==> src/rtl/branch_resolver.sv <==
// branch_resolver: EX-stage branch/jalr resolution against the fetch-time prediction.
// A mispredict raises a one-cycle PL_flush with a registered redirect pc, latches the
// failed B-type info for predictor rollback and emits RAS undo strobes.
// Optional feature: define BRANCH_RESOLVER_PERF_CNT_EN to add the saturating
// branch_cnt / mispredict_cnt outputs.
module branch_resolver #(
   parameter int unsigned XLEN           = 32,
   parameter int unsigned PERF_CNT_WIDTH = 32
) (
   input  logic            clk,
   input  logic            rst_n,
   input  logic            PL_stall,
   input  logic            ex_valid,
   input  logic [5:0]      br_type,
   input  logic            jalr,
   input  logic [XLEN-1:0] rs1_data,
   input  logic [XLEN-1:0] rs2_data,
   input  logic [XLEN-1:0] pc,
   input  logic [XLEN-1:0] imme,
   input  logic            pred_taken,
   input  logic [XLEN-1:0] jalr_pc_prediction,
   input  logic            ras_push_id,
   input  logic            ras_pop_id,
   output logic            corrected_result,
   output logic            PL_flush,
   output logic [XLEN-1:0] redirect_pc,
   output logic [5:0]      br_type_branch_failed,
   output logic            B_type_branch_failed,
   output logic [XLEN-1:0] pc_branch_failed,
   output logic            B_type_result_branch_failed,
   output logic            ras_rollback_pop,
   output logic            ras_rollback_push
`ifdef BRANCH_RESOLVER_PERF_CNT_EN
   ,
   output logic [PERF_CNT_WIDTH-1:0] branch_cnt,
   output logic [PERF_CNT_WIDTH-1:0] mispredict_cnt
`endif
);

   typedef enum logic [0:0] {StIdle, StFlush} state_e;

   state_e            state_q, state_d;
   logic [XLEN-1:0]   redirect_q;
   logic [5:0]        bt_failed_q;
   logic [XLEN-1:0]   pc_failed_q;
   logic              res_failed_q;
   logic              rb_pop_q, rb_push_q;

   logic [5:0]        br_sel;
   logic              is_b, is_j, cond, mispredict, res_en, go_flush;
   logic [XLEN-1:0]   jalr_sum, jalr_tgt, b_tgt, tgt;

   // Isolate the lowest set br_type bit so malformed multi-hot types resolve deterministically.
   assign br_sel = br_type & (~br_type + 6'd1);
   assign is_b   = |br_type;
   // B-type wins when both are flagged.
   assign is_j   = jalr && !is_b;

   // Evaluate the branch condition for the selected type.
   always_comb begin
      cond = 1'b0;
      unique case (br_sel)
         6'b000001: cond = (rs1_data == rs2_data);
         6'b000010: cond = (rs1_data != rs2_data);
         6'b000100: cond = ($signed(rs1_data) < $signed(rs2_data));
         6'b001000: cond = !($signed(rs1_data) < $signed(rs2_data));
         6'b010000: cond = (rs1_data < rs2_data);
         6'b100000: cond = !(rs1_data < rs2_data);
         default:   cond = 1'b0;
      endcase
   end

   assign corrected_result = is_b ? cond : 1'b0;

   assign jalr_sum = rs1_data + imme;
   assign jalr_tgt = {jalr_sum[XLEN-1:1], 1'b0};
   assign b_tgt    = cond ? (pc + imme) : (pc + XLEN'(4));
   assign tgt      = is_b ? b_tgt : jalr_tgt;

   // Compare the resolved outcome against what fetch assumed.
   always_comb begin
      mispredict = 1'b0;
      if (is_b) begin
         mispredict = (cond != pred_taken);
      end else if (is_j) begin
         mispredict = (jalr_tgt != jalr_pc_prediction);
      end
   end

   assign res_en   = ex_valid && !PL_stall && (state_q == StIdle);
   assign go_flush = res_en && mispredict;

   // Next-state and flush output; FLUSH always lasts exactly one cycle, stall or not.
   always_comb begin
      state_d  = state_q;
      PL_flush = 1'b0;
      unique case (state_q)
         StIdle: begin
            if (go_flush) begin
               state_d = StFlush;
            end
         end
         StFlush: begin
            PL_flush = 1'b1;
            state_d  = StIdle;
         end
         default: state_d = StIdle;
      endcase
   end

   // State, redirect target, RAS undo strobes and failed-branch info.
   always_ff @(posedge clk) begin
      if (!rst_n) begin
         state_q      <= StIdle;
         redirect_q   <= '0;
         bt_failed_q  <= '0;
         pc_failed_q  <= '0;
         res_failed_q <= 1'b0;
         rb_pop_q     <= 1'b0;
         rb_push_q    <= 1'b0;
      end else begin
         state_q   <= state_d;
         // Strobes are loaded only on the flush-entering edge, so they self-clear after one cycle.
         rb_pop_q  <= go_flush && ras_push_id;
         rb_push_q <= go_flush && ras_pop_id;
         if (go_flush) begin
            redirect_q <= tgt;
            if (is_b) begin
               bt_failed_q  <= br_sel;
               pc_failed_q  <= pc;
               res_failed_q <= cond;
            end else begin
               bt_failed_q  <= '0;
            end
         end
      end
   end

   assign redirect_pc                 = redirect_q;
   assign br_type_branch_failed       = bt_failed_q;
   assign B_type_branch_failed        = |bt_failed_q;
   assign pc_branch_failed            = pc_failed_q;
   assign B_type_result_branch_failed = res_failed_q;
   assign ras_rollback_pop            = rb_pop_q;
   assign ras_rollback_push           = rb_push_q;

`ifdef BRANCH_RESOLVER_PERF_CNT_EN
   logic [PERF_CNT_WIDTH-1:0] branch_cnt_q, mispredict_cnt_q;

   // Saturating event counters.
   always_ff @(posedge clk) begin
      if (!rst_n) begin
         branch_cnt_q     <= '0;
         mispredict_cnt_q <= '0;
      end else begin
         if (res_en && (is_b || jalr) && (branch_cnt_q != '1)) begin
            branch_cnt_q <= branch_cnt_q + 1'b1;
         end
         if (go_flush && (mispredict_cnt_q != '1)) begin
            mispredict_cnt_q <= mispredict_cnt_q + 1'b1;
         end
      end
   end

   assign branch_cnt     = branch_cnt_q;
   assign mispredict_cnt = mispredict_cnt_q;
`else
   logic unused_perf_width;
   assign unused_perf_width = ^PERF_CNT_WIDTH;
`endif

endmodule
==> config.mk <==
export PLATFORM = sky130hd
export DESIGN_NAME = branch_resolver
export DESIGN_NICKNAME = d
export VERILOG_FILES = /design/src/rtl/branch_resolver.sv
export SDC_FILE = /design/constraint.sdc
export NUM_CORES = 1
export LEC_CHECK = 0
export ABC_AREA = 1
export CAP_MARGIN = 20
export CORE_ASPECT_RATIO = 1.4
export CORE_UTILIZATION = 70
export CTS_CLUSTER_SIZE = 14
export DETAILED_ROUTE_END_ITERATION = 7
export DONT_BUFFER_PORTS = 1
export PLACE_DENSITY = 0.94
export SYNTH_ARGS = -nofsm -noshare
export SYNTH_HDL_FRONTEND = slang
export SYNTH_SLANG_ARGS = --single-unit
==> constraint.sdc <==
create_clock -name clk -period 6.9 [get_ports clk]
set_input_delay 1.035 -clock clk [delete_from_list [all_inputs] [get_ports clk]]
set_output_delay 1.035 -clock clk [all_outputs]
set_load 0.01 [all_outputs]
After elaboration in Yosys (flattened, before gate mapping)
Cells that the tools add are included.
Widths: inputs -> output; s select.
- flip-flop bits (word level): 74
- latch bits: 0
- bits in writable memories: 0
- memory bits (read-only): 0
- bits of input ports: 174
- output and inout bits: 76
- logic and storage cells: 49
- memories: 0
- add/subtract/negate cells: 4
- $mul: 0
- div/mod/pow operators: 0
- order comparisons: 2
- equality and inequality tests: 10
- shift-type cells: 0
- muxes and demuxes: 10
- bitwise logic cells: 3
- reduce and logical (&&, ||, !) cells: 13
- operators with widths (kind ; count):
    $add 32x32->32 ; 2
    $lt 32x32->1 ; 2
    $mux 32 ; 2
    $ne 32x32->1 ; 2
    $add 32x3->32 const B ; 1
    $eq 32x32->1 ; 1
    $reduce_or 6->1 ; 2
    $add 6x1->6 const B ; 1
    $and 6x6->6 ; 1
    $eq 6x1->1 const B ; 1
    $eq 6x2->1 const B ; 1
    $eq 6x3->1 const B ; 1
    $eq 6x4->1 const B ; 1
    $eq 6x5->1 const B ; 1
    $eq 6x6->1 const B ; 1
    $logic_and 1x1->1 ; 6
    $mux 6 ; 1
    $not 6->6 ; 1
    $pmux 1 s6 ; 1
    $mux 1 ; 5
    $logic_not 1->1 ; 4
    $pmux 1 s2 ; 1
    $reduce_and 2->1 ; 1
    $ne 1x1->1 ; 1
    $not 1->1 ; 1

Logic depth before layout (Yosys ltp)
Gate-level depths: netlist (run 1).
- word-level depth: 10
- gate-level depth with buffers: 25

Worst setup path before layout (run 1)
No wires, ideal clock.
- kind: input to output
- start: input rs2_data[31]
- end: output corrected_result
- data arrival time: 2652 ps
- required time: 5865 ps
- path slack: 3213 ps
- stages: 12
- path buffers: 1
- cells stage by stage: inv_1 -> ha_1 -> nand2_1 -> nor2_1 -> nand2_1 -> inv_1 -> a21oi_1 -> nand2_2 -> nand2_1 -> nand3_1 -> nand3_4 -> clkbuf_1
- word-level cells in the longest chain between the ends: 4
- elaborated cells between the ends (all ways): 8
- classes of those cells: order compare (2); eq/ne (2); mux (2); reduce/logical (2)
- RTL lines (item ; RTL line ; RTL):
    start: declaration ; 17 ; input logic [XLEN-1:0] rs2_data,
    $lt 32x32->1, on equally long branches ; - ;
    $logic_not 1->1, on equally long branches ; 68, 66 ;
    $pmux 1 s6 (*) ; 62 ; unique case (br_sel)
    $mux 1 (*) ; 73 ; assign corrected_result = is_b ? cond : 1'b0;
    end: declaration ; 24 ; output logic corrected_result,
Every way passes the cells marked *; elsewhere a longest branch is shown, timed or not.

Worst setup path after layout (run 1)
- start: input rs2_data[11]
- end: register pc_failed_q[19] (netlist: pc_branch_failed[19])
- word-level cells in the longest chain between the ends: 7
- elaborated cells between the ends (all ways): 11
- classes of those cells: order compare (2); eq/ne (3); mux (2); reduce/logical (4)
- RTL lines (item ; RTL line ; RTL):
    $lt 32x32->1, on equally long branches ; - ;
    $logic_not 1->1, on equally long branches ; 68, 66 ;
    $pmux 1 s6 (*) ; 62 ;
    $ne 1x1->1 (*) ; 84 ; mispredict = (cond != pred_taken);
    $mux 1 (*) ; 83 ; if (is_b) begin
    $logic_and 1x1->1 (*) ; 91 ; assign go_flush = res_en && mispredict;
    $reduce_and 2->1 (no line) (*) ; - ;
    end signal: assignment ; 130 ; pc_failed_q <= pc;
    end: declaration ; 45 ; logic [XLEN-1:0] pc_failed_q;
Marks and branches as above.
A chain may end at the register's enable or synchronous reset.

==> results.rst, run 1 <==
.. list-table::
   :header-rows: 1

   * - Metric
     - Value
   * - Final setup violation count
     - 0
   * - Count of synthesis-stage warnings from yosys
     - 0
   * - Floorplan die height
     - ~140 um
   * - Worst VDD drop
     - around 0.16 mV
   * - Internal Dissipation
     - ~0.00094 W
   * - Setup repair after global routing missed its margin
     - false
   * - Buffer type at the clock tree root
     - sky130_fd_sc_hd__clkbuf_16
   * - IO Port Bufs
     - 0
   * - Flip-flop cell with the highest count after synthesis
     - sky130_fd_sc_hd__dfxtp_1
   * - Antenna violation net count after detailed routing
     - 0
   * - Count of maximum capacitance violations
     - 0
   * - Detailed-routing iteration count for the pre-antenna-repair pass
     - 6
   * - H-tree levels
     - 3
   * - Floorplan die area
     - 0.0145 mm2
   * - Number of buffers inserted for hold repair after clock tree synthesis
     - 0
   * - Post-detail-place hpwl
     - 25900 um
   * - Average detailed-routed wire length per instance
     - 17.3 um
   * - Clock network latency to the later pin of the worst-skew pair
     - between 300 and 400 ps
   * - Outcome
     - finished, final reports clean
   * - Total overflow reported by the global router
     - 0
   * - Timing-limited maximum frequency
     - 220 MHz
   * - Headroom to the max-slew limit
     - 0.441
   * - Max Transition Viols Final
     - 0
   * - Flop pwr share
     - 0.302
   * - Finished layout cell area
     - around 0.010 mm2
   * - Number of top-level pins
     - 250
   * - Maximum number of pins on one net before global-route repair
     - 72
   * - Number of core rows
     - 50
   * - Tmin final
     - between 4000 and 5000 ps
   * - Initial core utilization
     - 0.725
   * - Vias per std cell
     - 5.98
   * - Biggest area consumer among synthesized cells
     - sky130_fd_sc_hd__nand2_1
   * - Quantity of gates resized following cts
     - 0
   * - Average cell area after synthesis
     - ~6 um2
   * - Combinational power share
     - 0.418
   * - Via count of the first global-routing pass
     - 10400
   * - Nets@finish
     - roughly 1900
   * - Total Negative Setup Slacks
     - 0 ps
   * - Synthesized Nets
     - roughly 2000
   * - Startpoint class of the critical path
     - input port
   * - Post-placement cell area
     - approximately 0.0099 mm2
   * - Class of the most critical setup path
     - input port to register
   * - Clock buffer count from CTS
     - 9
   * - Die extent in x
     - between 100 and 150 um
   * - Sequential-to-total area share from yosys stat
     - 0.151
   * - Number of unique standard cell types used by synthesis
     - 56
   * - Final non-filler cell total
     - roughly 1800
   * - Worst setup EP type
     - register
   * - Net Switching
     - just over 0.0006 W
   * - Post-CTS repair timing setup buffer count
     - 0
   * - Kind of path behind the tightest hold check
     - register to register
   * - Core region area
     - 0.0136 mm2
   * - Data arrival, critical path
     - between 4000 and 5000 ps
   * - RD Place Congestion
     - ~1.1
   * - Worst Skew
     - roughly 4.5 ps
   * - Global-route wire length before repair
     - between 40000 and 50000 um
   * - Number of buffers on the longest clock path
     - 2
   * - Number of DRC violations after detailed-routing iteration 0
     - ~800
   * - Number of antenna violations at the first check in global routing
     - 0
   * - Power density over cell area
     - 154 mW/mm2
   * - FF+latch count, synth
     - 74
   * - LEAKAGE
     - ~5.5 nW
   * - Area Growth Syn to Fin
     - 2.89%
   * - Switching power as a share of total power
     - 0.395
   * - Layout cell share with drive strength beyond 1
     - 0.0474
   * - Inst Count DP
     - 1833
   * - Number of enable-type register cells in the synthesized netlist
     - 0
   * - Commonest cells in the netlist
     - sky130_fd_sc_hd__nand2_1, sky130_fd_sc_hd__inv_1, sky130_fd_sc_hd__nand3_1
   * - Relative contribution of the clock network to total power
     - 0.280
   * - Clock transition time at the flip-flop clock pins of the worst setup and hold paths
     - approximately 50 ps
   * - CTS sink cnt
     - between 70 and 80
   * - Post-detailed-routing wire length
     - roughly 32000 um
   * - Largest cells by area after synthesis
     - sky130_fd_sc_hd__nand2_1, sky130_fd_sc_hd__dfxtp_1, sky130_fd_sc_hd__ha_1, sky130_fd_sc_hd__inv_1, sky130_fd_sc_hd__nand3_1
   * - Number of instances in the synthesized netlist
     - between 1500 and 2000
   * - Count leader, synth
     - sky130_fd_sc_hd__nand2_1
   * - Final design utilization
     - 0.746
   * - Share of Yosys cell area claimed by the top area cell type
     - 0.212
   * - DR DRC count
     - 0
   * - Data required time of the worst path
     - 7150 ps
   * - Endpoints failing hold
     - 0
   * - Max Fanout on Critical Path
     - 39
   * - Final worst-path cycle share
     - 0.660
   * - Post-synth design cell area
     - 0.00984 mm2
   * - Fraction of registers with async set/reset
     - 0
   * - Total power
     - 0.00156 W
   * - Number of diodes added for antenna fixing
     - 0
   * - Overall fraction of global-route tracks in use
     - 0.438
   * - Clock tree from TritonCTS
     - built
   * - Routed vias
     - 11000
   * - Tightest Pin Transition
     - roughly 840 ps
[cell usage in the layout (no fill, tap or decap), types with 4 or more instances in the layout]
cell type	count
sky130_fd_sc_hd__inv_2	10
sky130_fd_sc_hd__o21bai_1	7
sky130_fd_sc_hd__xnor2_1	26
sky130_fd_sc_hd__dfxtp_1	74
sky130_fd_sc_hd__nor3_1	16
sky130_fd_sc_hd__nand3_1	165
sky130_fd_sc_hd__o21ai_0	45
sky130_fd_sc_hd__nor2_2	11
sky130_fd_sc_hd__a21o_1	4
sky130_fd_sc_hd__clkbuf_16	9
sky130_fd_sc_hd__ha_1	94
sky130_fd_sc_hd__a21oi_1	108
sky130_fd_sc_hd__nand3b_1	11
sky130_fd_sc_hd__or2_2	4
sky130_fd_sc_hd__xor2_1	38
sky130_fd_sc_hd__nor4_1	5
sky130_fd_sc_hd__nand2_1	555
sky130_fd_sc_hd__a31oi_1	4
sky130_fd_sc_hd__inv_1	249
sky130_fd_sc_hd__nor2_1	121
sky130_fd_sc_hd__nand4_1	15
sky130_fd_sc_hd__o211ai_1	15
sky130_fd_sc_hd__nand2_2	19
sky130_fd_sc_hd__o21ai_1	6
[worst max-delay path, cell delays in order]
cell and delay (ps):
sky130_fd_sc_hd__inv_1 30, sky130_fd_sc_hd__ha_1 290, sky130_fd_sc_hd__nand2_1 70, sky130_fd_sc_hd__nor2_1 100, sky130_fd_sc_hd__nand4_1 100, sky130_fd_sc_hd__nor3b_1 570, sky130_fd_sc_hd__nand2_1 120, sky130_fd_sc_hd__nand2_1 90
sky130_fd_sc_hd__nand2_1 50, sky130_fd_sc_hd__clkinv_1 50, sky130_fd_sc_hd__nand2_2 60, sky130_fd_sc_hd__nor2_4 120, sky130_fd_sc_hd__nand3_4 350, sky130_fd_sc_hd__nand2_1 170, sky130_fd_sc_hd__nand3_1 90, sky130_fd_sc_hd__nand2_1 110
sky130_fd_sc_hd__clkinv_2 480, sky130_fd_sc_hd__nand2_4 550, sky130_fd_sc_hd__nand2_1 170, sky130_fd_sc_hd__a21oi_1 180
[sequential cells by signal (all words and copies together) (netlist names)]
register                     cells
B_type_result_branch_failed      1
br_type_branch_failed            6
ras_rollback_push                1
pc_branch_failed                32
state_q                          1
ras_rollback_pop                 1
redirect_pc                     32
[worst paths after layout]
kind                       start                    to  slack, ps  cells past startpoint
max                 rs2_data[11]  pc_branch_failed[19]       2340                     20
min          pc_branch_failed[9]   pc_branch_failed[9]        510                      2
max reg2reg              state_q        redirect_pc[8]       4740                      7
min reg2reg  pc_branch_failed[9]   pc_branch_failed[9]        510                      2
[power groups by stage]
| stage | Combinational (W) | Clock (W) | Sequential [W] |
|---|---|---|---|
| 2_1_floorplan | 0.000511 | 0 | 0.000473 |
| 3_3_place_gp | 0.000616 | 0 | 0.000477 |
| 3_5_place_dp | 0.000632 | 0 | 0.000478 |
| 4_1_cts | 0.000639 | 0.000428 | 0.000469 |
| 5_1_grt | 0.000729 | 0.000446 | 0.000473 |
| 6_report | 0.000651 | 0.000435 | 0.000470 |
[kinds of logic (layout without fill, tap and decap cells)]
kind of cell               count (synthesis)  in the layout  share of synthesized area
DFF                                       74             74                      0.151
adders and majority gates                 96             96                      0.124
and+or+nand+nor                          945            945                      0.419
AOI/OAI and AO/OA                        203            203                      0.114
buffers and inverters                    296            279                      0.124
xor gates and xnor gates                  69             69                     0.0687
[metal layers]
metal  routed length (um)  GRT usage  up-vias
met3                 3420      0.105      149
met1                11700      0.487     4893
met2                15200      0.762      665
met4                 1770      0.223        0
met5                    0          0        -
li1                     -          -     5339
[through the flow]
| stage | hold WS, ps | setup WS (ps) |
|---|---|---|
| 2_1_floorplan | 483 | 3210 |
| 3_3_place_gp | 494 | 2260 |
| 3_5_place_dp | 501 | 2130 |
| 4_1_cts | 507 | 2400 |
| 5_1_grt | 529 | 2020 |
| 6_report | 507 | 2340 |
[final cells by class]
type	instances	area (um2)
Fill cell	1145	3450
Multi-Input combinational cell	1313	7140
Clock inverter	2	12.5
Inverter	261	981
Timing Repair Buffer	3	22.5
Tap cell	182	228
Sequential cell	74	1480
Clock buffer	13	260
(Power assumes the default switching activity.)
==> run 2, diff against run 1 <==
--- a/config.mk
+++ b/config.mk
@@ -8,11 +8,11 @@
 export ABC_AREA = 1
 export CAP_MARGIN = 20
 export CORE_ASPECT_RATIO = 1.4
-export CORE_UTILIZATION = 70
+export CORE_UTILIZATION = 67
 export CTS_CLUSTER_SIZE = 14
 export DETAILED_ROUTE_END_ITERATION = 7
 export DONT_BUFFER_PORTS = 1
-export PLACE_DENSITY = 0.94
+export PLACE_DENSITY = 0.91
 export SYNTH_ARGS = -nofsm -noshare
 export SYNTH_HDL_FRONTEND = slang
 export SYNTH_SLANG_ARGS = --single-unit
==> constraint.sdc (replaced) <==
create_clock -name clk -period 4.38 [get_ports clk]
set_input_delay 0.657 -clock clk [delete_from_list [all_inputs] [get_ports clk]]
set_output_delay 0.657 -clock clk [all_outputs]
set_load 0.01 [all_outputs]
==> results.rst, run 2 (synthesis gave the netlist of run 1 again) <==
.. list-table::
   :header-rows: 1

   * - Metric
     - Value
   * - Outcome
     - finished, final reports clean
   * - Power density over cell area
     - 248 mW/mm2 (+61%)
   * - Tightest Pin Transition
     - 918 ps (+80.7 ps)
   * - Data required time of the worst path
     - 4660 ps (-2490 ps)
   * - Timing-limited maximum frequency
     - ~270 MHz
   * - Clock network latency to the later pin of the worst-skew pair
     - 340 ps (about the same)
   * - Setup repair after global routing missed its margin
     - false
   * - Final setup violation count
     - 0 (unchanged)
   * - Commonest cells after routing, fill and taps aside
     - sky130_fd_sc_hd__nand2_1, sky130_fd_sc_hd__inv_1, sky130_fd_sc_hd__nand3_1
   * - Worst setup slack after placement
     - 477 ps (-1650 ps)
   * - Endpoints failing hold
     - 0 (unchanged)
   * - Floorplan die height
     - 145 um (+2.2%)
   * - RD Place Congestion
     - 1.01 (-5.1%)
   * - Initial core utilization
     - 0.684 (-0.0405)
   * - Kind of path behind the tightest hold check
     - input port to register
   * - Number of core rows
     - 52 (+4.0%)
   * - Post-CTS repair timing setup buffer count
     - 0 (unchanged)
   * - Total power
     - 0.00253 W (+62%)
   * - Post-detail-place hpwl
     - 26100 um (+0.90%)
   * - Number of fill cells in the layout
     - 1311 (+14%)
   * - Max Transition Viols Final
     - 0 (unchanged)
   * - Routed vias
     - 10800 (-2.2%)
   * - CTS sink cnt
     - 74 (unchanged)
   * - Number of top-level pins
     - 250 (unchanged)
   * - Clock buffer count from CTS
     - 9 (unchanged)
   * - Vias per std cell
     - 5.82 (-2.7%)
   * - Via count of the first global-routing pass
     - 10400 (-0.39%)
   * - Finished layout cell area
     - 0.0102 mm2 (+0.65%)
   * - Post-placement cell area
     - 0.00988 mm2 (+0.24%)
   * - Number of DRC violations after detailed-routing iteration 0
     - 783 (-1.9%)
   * - Worst hold slack across all endpoints
     - 447 ps (-60.4 ps)
   * - Class of the most critical setup path
     - input port to register
   * - Buffer type at the clock tree root
     - sky130_fd_sc_hd__clkbuf_16
   * - H-tree levels
     - 3 (unchanged)
   * - Leading cell type in the layout, fill and taps excluded
     - sky130_fd_sc_hd__nand2_1
   * - Number of buffers inserted for hold repair after clock tree synthesis
     - 0 (unchanged)
   * - Die extent in x
     - 104 um (+2.2%)
   * - Average detailed-routed wire length per instance
     - 16.9 um (-2.4%)
   * - Setup WS post-layout
     - 724 ps (-1620 ps)
   * - Worst setup EP type
     - register
   * - Area Growth Syn to Fin
     - 3.56%
   * - Final worst-path cycle share
     - 0.835
   * - Max Fanout on Critical Path
     - 25 (-36%)
   * - Overall fraction of global-route tracks in use
     - 0.408 (-0.0301)
   * - Core region area
     - 0.0144 mm2 (+5.9%)
   * - Headroom to the max-slew limit
     - 0.387 (-0.0539)
   * - Worst VDD drop
     - 0.308 mV (+87%)
   * - Detailed-routing iteration count for the pre-antenna-repair pass
     - 6 (unchanged)
   * - Maximum number of pins on one net before global-route repair
     - 71 (-1.4%)
   * - Nets@finish
     - 1934 (+0.10%)
   * - Number of buffers on the longest clock path
     - 2 (unchanged)
   * - Antenna violation net count after detailed routing
     - 0 (unchanged)
   * - Clock tree from TritonCTS
     - built
   * - DR DRC count
     - 0 (unchanged)
   * - Tmin final
     - 3660 ps
   * - LEAKAGE
     - 5.50 nW (+0.68%)
   * - Total Negative Setup Slacks
     - 0 ps (unchanged)
   * - Number of diodes added for antenna fixing
     - 0 (unchanged)
   * - Total overflow reported by the global router
     - 0 (unchanged)
   * - Floorplan die area
     - 0.0152 mm2 (+4.4%)
   * - Global-route wire length before repair
     - 49300 um (+0.34%)
   * - Startpoint class of the critical path
     - input port
   * - Layout cell share with drive strength beyond 1
     - 0.0503 (+0.00291)
   * - Worst Skew
     - 2.67 ps (-1.81 ps)
   * - Number of antenna violations at the first check in global routing
     - 0 (unchanged)
   * - IO Port Bufs
     - 0 (unchanged)
   * - Post-detailed-routing wire length
     - 31400 um (-1.9%)
   * - Data arrival, critical path
     - 3940 ps (-870 ps)
   * - Quantity of gates resized following cts
     - 0 (unchanged)
   * - Count of maximum capacitance violations
     - 0 (unchanged)
   * - Clock transition time at the flip-flop clock pins of the worst setup and hold paths
     - 60 ps (about the same)
-- run 2: through the flow --
| stage | utilization | instances |
|---|---|---|
| 2_1_floorplan | - | 1683 |
| 3_3_place_gp | 0.687 | 1842 |
| 3_5_place_dp | 0.687 | 1842 |
| 4_1_cts | 0.709 | 1858 |
| 5_1_grt | 0.709 | 1858 |
| 6_report | 0.709 | 1858 |
-- run 2: worst max-delay path, stage by stage --
cell	delay [ps]
sky130_fd_sc_hd__inv_1	20
sky130_fd_sc_hd__ha_1	290
sky130_fd_sc_hd__nand2_1	80
sky130_fd_sc_hd__inv_1	90
sky130_fd_sc_hd__nand4_1	120
sky130_fd_sc_hd__nor3b_1	570
sky130_fd_sc_hd__nand2_1	120
sky130_fd_sc_hd__nand2_1	90
sky130_fd_sc_hd__nand2_1	50
sky130_fd_sc_hd__clkinv_1	50
sky130_fd_sc_hd__nand2_2	60
sky130_fd_sc_hd__nor2_4	120
sky130_fd_sc_hd__nand3_4	210
sky130_fd_sc_hd__inv_1	750
sky130_fd_sc_hd__nand3_1	160
sky130_fd_sc_hd__a31oi_1	340
sky130_fd_sc_hd__nand2_2	90
sky130_fd_sc_hd__nand2_1	70
-- run 2: power by group --
| part | switching (W) | internal, W |
|---|---|---|
| clock network | 0.000280 | 0.000486 |
| logic | 0.000652 | 0.000370 |
| registers | 0.0000364 | 0.000703 |
| total | 0.000968 | 0.00156 |
-- run 2: final cells by class --
| class | count | area [um2] | area share |
|---|---|---|---|
| multi-input cells | 1313 | 7140 | 0.701 |
| clock inverters | 4 | 48.8 | 0.00479 |
| clock buffers | 12 | 267 | 0.0261 |
| flip-flops and latches | 74 | 1480 | 0.145 |
| well taps | 189 | 236 | 0.0232 |
| repair buffers | 5 | 37.5 | 0.00368 |
| inverters | 261 | 981 | 0.0962 |
-- run 2: routing by layer --
layer  wire [um]  track usage  vias to the layer above
met5           0            0                        -
met4        1260        0.186                        0
met3        2450       0.0591                       90
met2       15300        0.729                      524
met1       12500        0.475                     4844
li1            -            -                     5347
-- run 2: worst paths after layout --
path | from | end | slack [ps] | cells after the start
max | rs2_data[15] | redirect_pc[29] | 720 | 18
min | ras_pop_id | ras_rollback_push | 450 | 2
max reg2reg | state_q | redirect_pc[7] | 2420 | 7
min reg2reg | pc_branch_failed[18] | pc_branch_failed[18] | 510 | 2
==> patch (config.mk and constraints of run 1) <==
Set the parameter `XLEN` to 64 (it was 32).
--- a/src/rtl/branch_resolver.sv
+++ b/src/rtl/branch_resolver.sv
@@ -4,7 +4,7 @@
 // Optional feature: define BRANCH_RESOLVER_PERF_CNT_EN to add the saturating
 // branch_cnt / mispredict_cnt outputs.
 module branch_resolver #(
-   parameter int unsigned XLEN           = 32,
+   parameter int unsigned XLEN           = 64,
    parameter int unsigned PERF_CNT_WIDTH = 32
 ) (
    input  logic            clk,
Ports: changed (7 resized); port bits go from 250 to 474. No check against the original RTL was run, so the function may have changed too.
==> patch against run 1 <==
  * The run now ends with DRC left
  * Cell count grew 130%
  * Wire length grew to 3.0 times the old value
  * Power grew 130%
  * Final area grew 120%
  * Worst setup slack lost 1.1 ns
  * Sequential cell count grew 64
  * Synthesized area grew 120%
  * Via count grew 150%
  * Critical path type unchanged
  * Highest routed layer is now met5
==> patch: results (changes against run 1) <==
[power_and_ir_drop]
irDropWorstVdd_mv=0.1709  ; +3.8%
power_frac_comb_pct=44.7  ; +2.9 points
p_sw_mw=1.560  ; +150%
p_leak_nw=12.07  ; +120%
switching_share_pct=42.99  ; +3.4 points
seq_power_uw=921  ; +96%

[finish]
drive_gt1_share_pct=2.687  ; -2.1 points
instances_no_fill=4298  ; +130%
final_nets=4428  ; +130%
fill_cells=2702  ; +140%

[global_route]
grt_pass1_vias=25710  ; +150%
track_usage_pct=59.26  ; +15 points
antenna_found_initial=9  ; +9
met1_usage_pct=59.41  ; +11 points
grt_util_met2_pct=86.17  ; +10 points
grt_pass1_wl_mm=140.5  ; +190%
grt_max_degree=144  ; +100%
met3_usage_pct=31.85  ; +21 points

[yosys]
ys_types=55  ; -1.8%
ys_seq_area_share_pct=12.84  ; -2.2 points
yosys-top-cells-area=nand2_1 (23%), dfxtp_1 (13%), inv_1 (11%), ha_1 (11%), nand3_1 (8.0%)
syn_nets=4471  ; +130%
synth_common_cells=nand2_1 (1312), inv_1 (636), nor2_1 (370)
syn_avg_cell_area_um2=5.455  ; -6.7%

[routing]
drc=12  ; +12
wl_met1_mm=29.30  ; +150%
top_layer_used=met5
drt_iter0_drc=3320  ; +320%
drt-vias-per-instance=6.339  ; +6.0%
dr_wl_met2_mm=37.44  ; +150%
drt_pass1_iterations=8  ; +2
routed_wl_mm=94.53  ; +200%
wl_met3_mm=16.54  ; +380%

[critical_path]
cp_slowest_cell=nor4_1
cp-endpoint=pc_branch_failed[52]
reg2reg_depth=8  ; +1
critPathArrivalTime_ns=6.00  ; +1.19 ns
rrSetupSlack_ns=3.62  ; -1.12 ns
startpoint=rs2_data[31]
critPathMaxStageDelay_ns=0.60  ; +0.03 ns
crit_fanout=61  ; +56%

[cts]
clkTransAtPathRegs_ns=0.07  ; +0.02 ns
cts_buffers=25  ; +16
clock_path_buffers=3  ; +1
htreeDepth=4  ; +1
clock_latency_ns=0.49  ; +0.16 ns

[worst_hold_path]
worstHoldStart=pc_branch_failed[4]
min_to=pc_branch_failed[4]

[place]
place_hpwl_mm=74.56  ; +190%
dpl_cell_area_um2=21670  ; +120%
gp_congestion=1.143  ; +7.7%

[status]
status=complete, but fails checks
violations=DRC

[sta]
whs_ns=0.5088  ; +0.001417 ns
tightest_slew_ns=0.8652  ; +0.02759 ns
clock_skew_ns=0.02949  ; +0.02501 ns
setup_slack_ns=1.268  ; -1.076 ns

[floorplan]
start_util_pct=71.44  ; -1.1 points

[run]
drv_cap=0  ; unchanged

## patch: tightest hold or removal path, delay by kind of cell, from the launching register on
family / cells / cell delay [ns]
DFF: 1 / 0.33
and+or+nand+nor: 1 / 0.07
AOI/OAI and AO/OA: 1 / 0.06
## patch: final cells by class
cell class | instances | area (um^2) | share of cell area [%]
Inverter | 648 | 2432 | 10.87
Antenna cell | 6 | 15.01 | 0.06707
Sequential cell | 138 | 2763 | 12.34
Tap cell | 385 | 481.7 | 2.152
Clock inverter | 2 | 35.03 | 0.1565
Timing Repair Buffer | 7 | 72.57 | 0.3242
Multi-Input combinational cell | 3082 | 15920 | 71.13
Clock buffer | 30 | 664.4 | 2.968
## patch: cells by family after synthesis
logic type | Yosys count | synth area share, %
AND/OR/NAND/NOR | 2243 | 43.94
buffers and inverters | 725 | 13.23
flip-flops | 138 | 12.84
XOR/XNOR | 122 | 5.366
AO/OA/AOI/OAI | 525 | 13.40
adder cells (fa/ha/maj) | 192 | 11.23
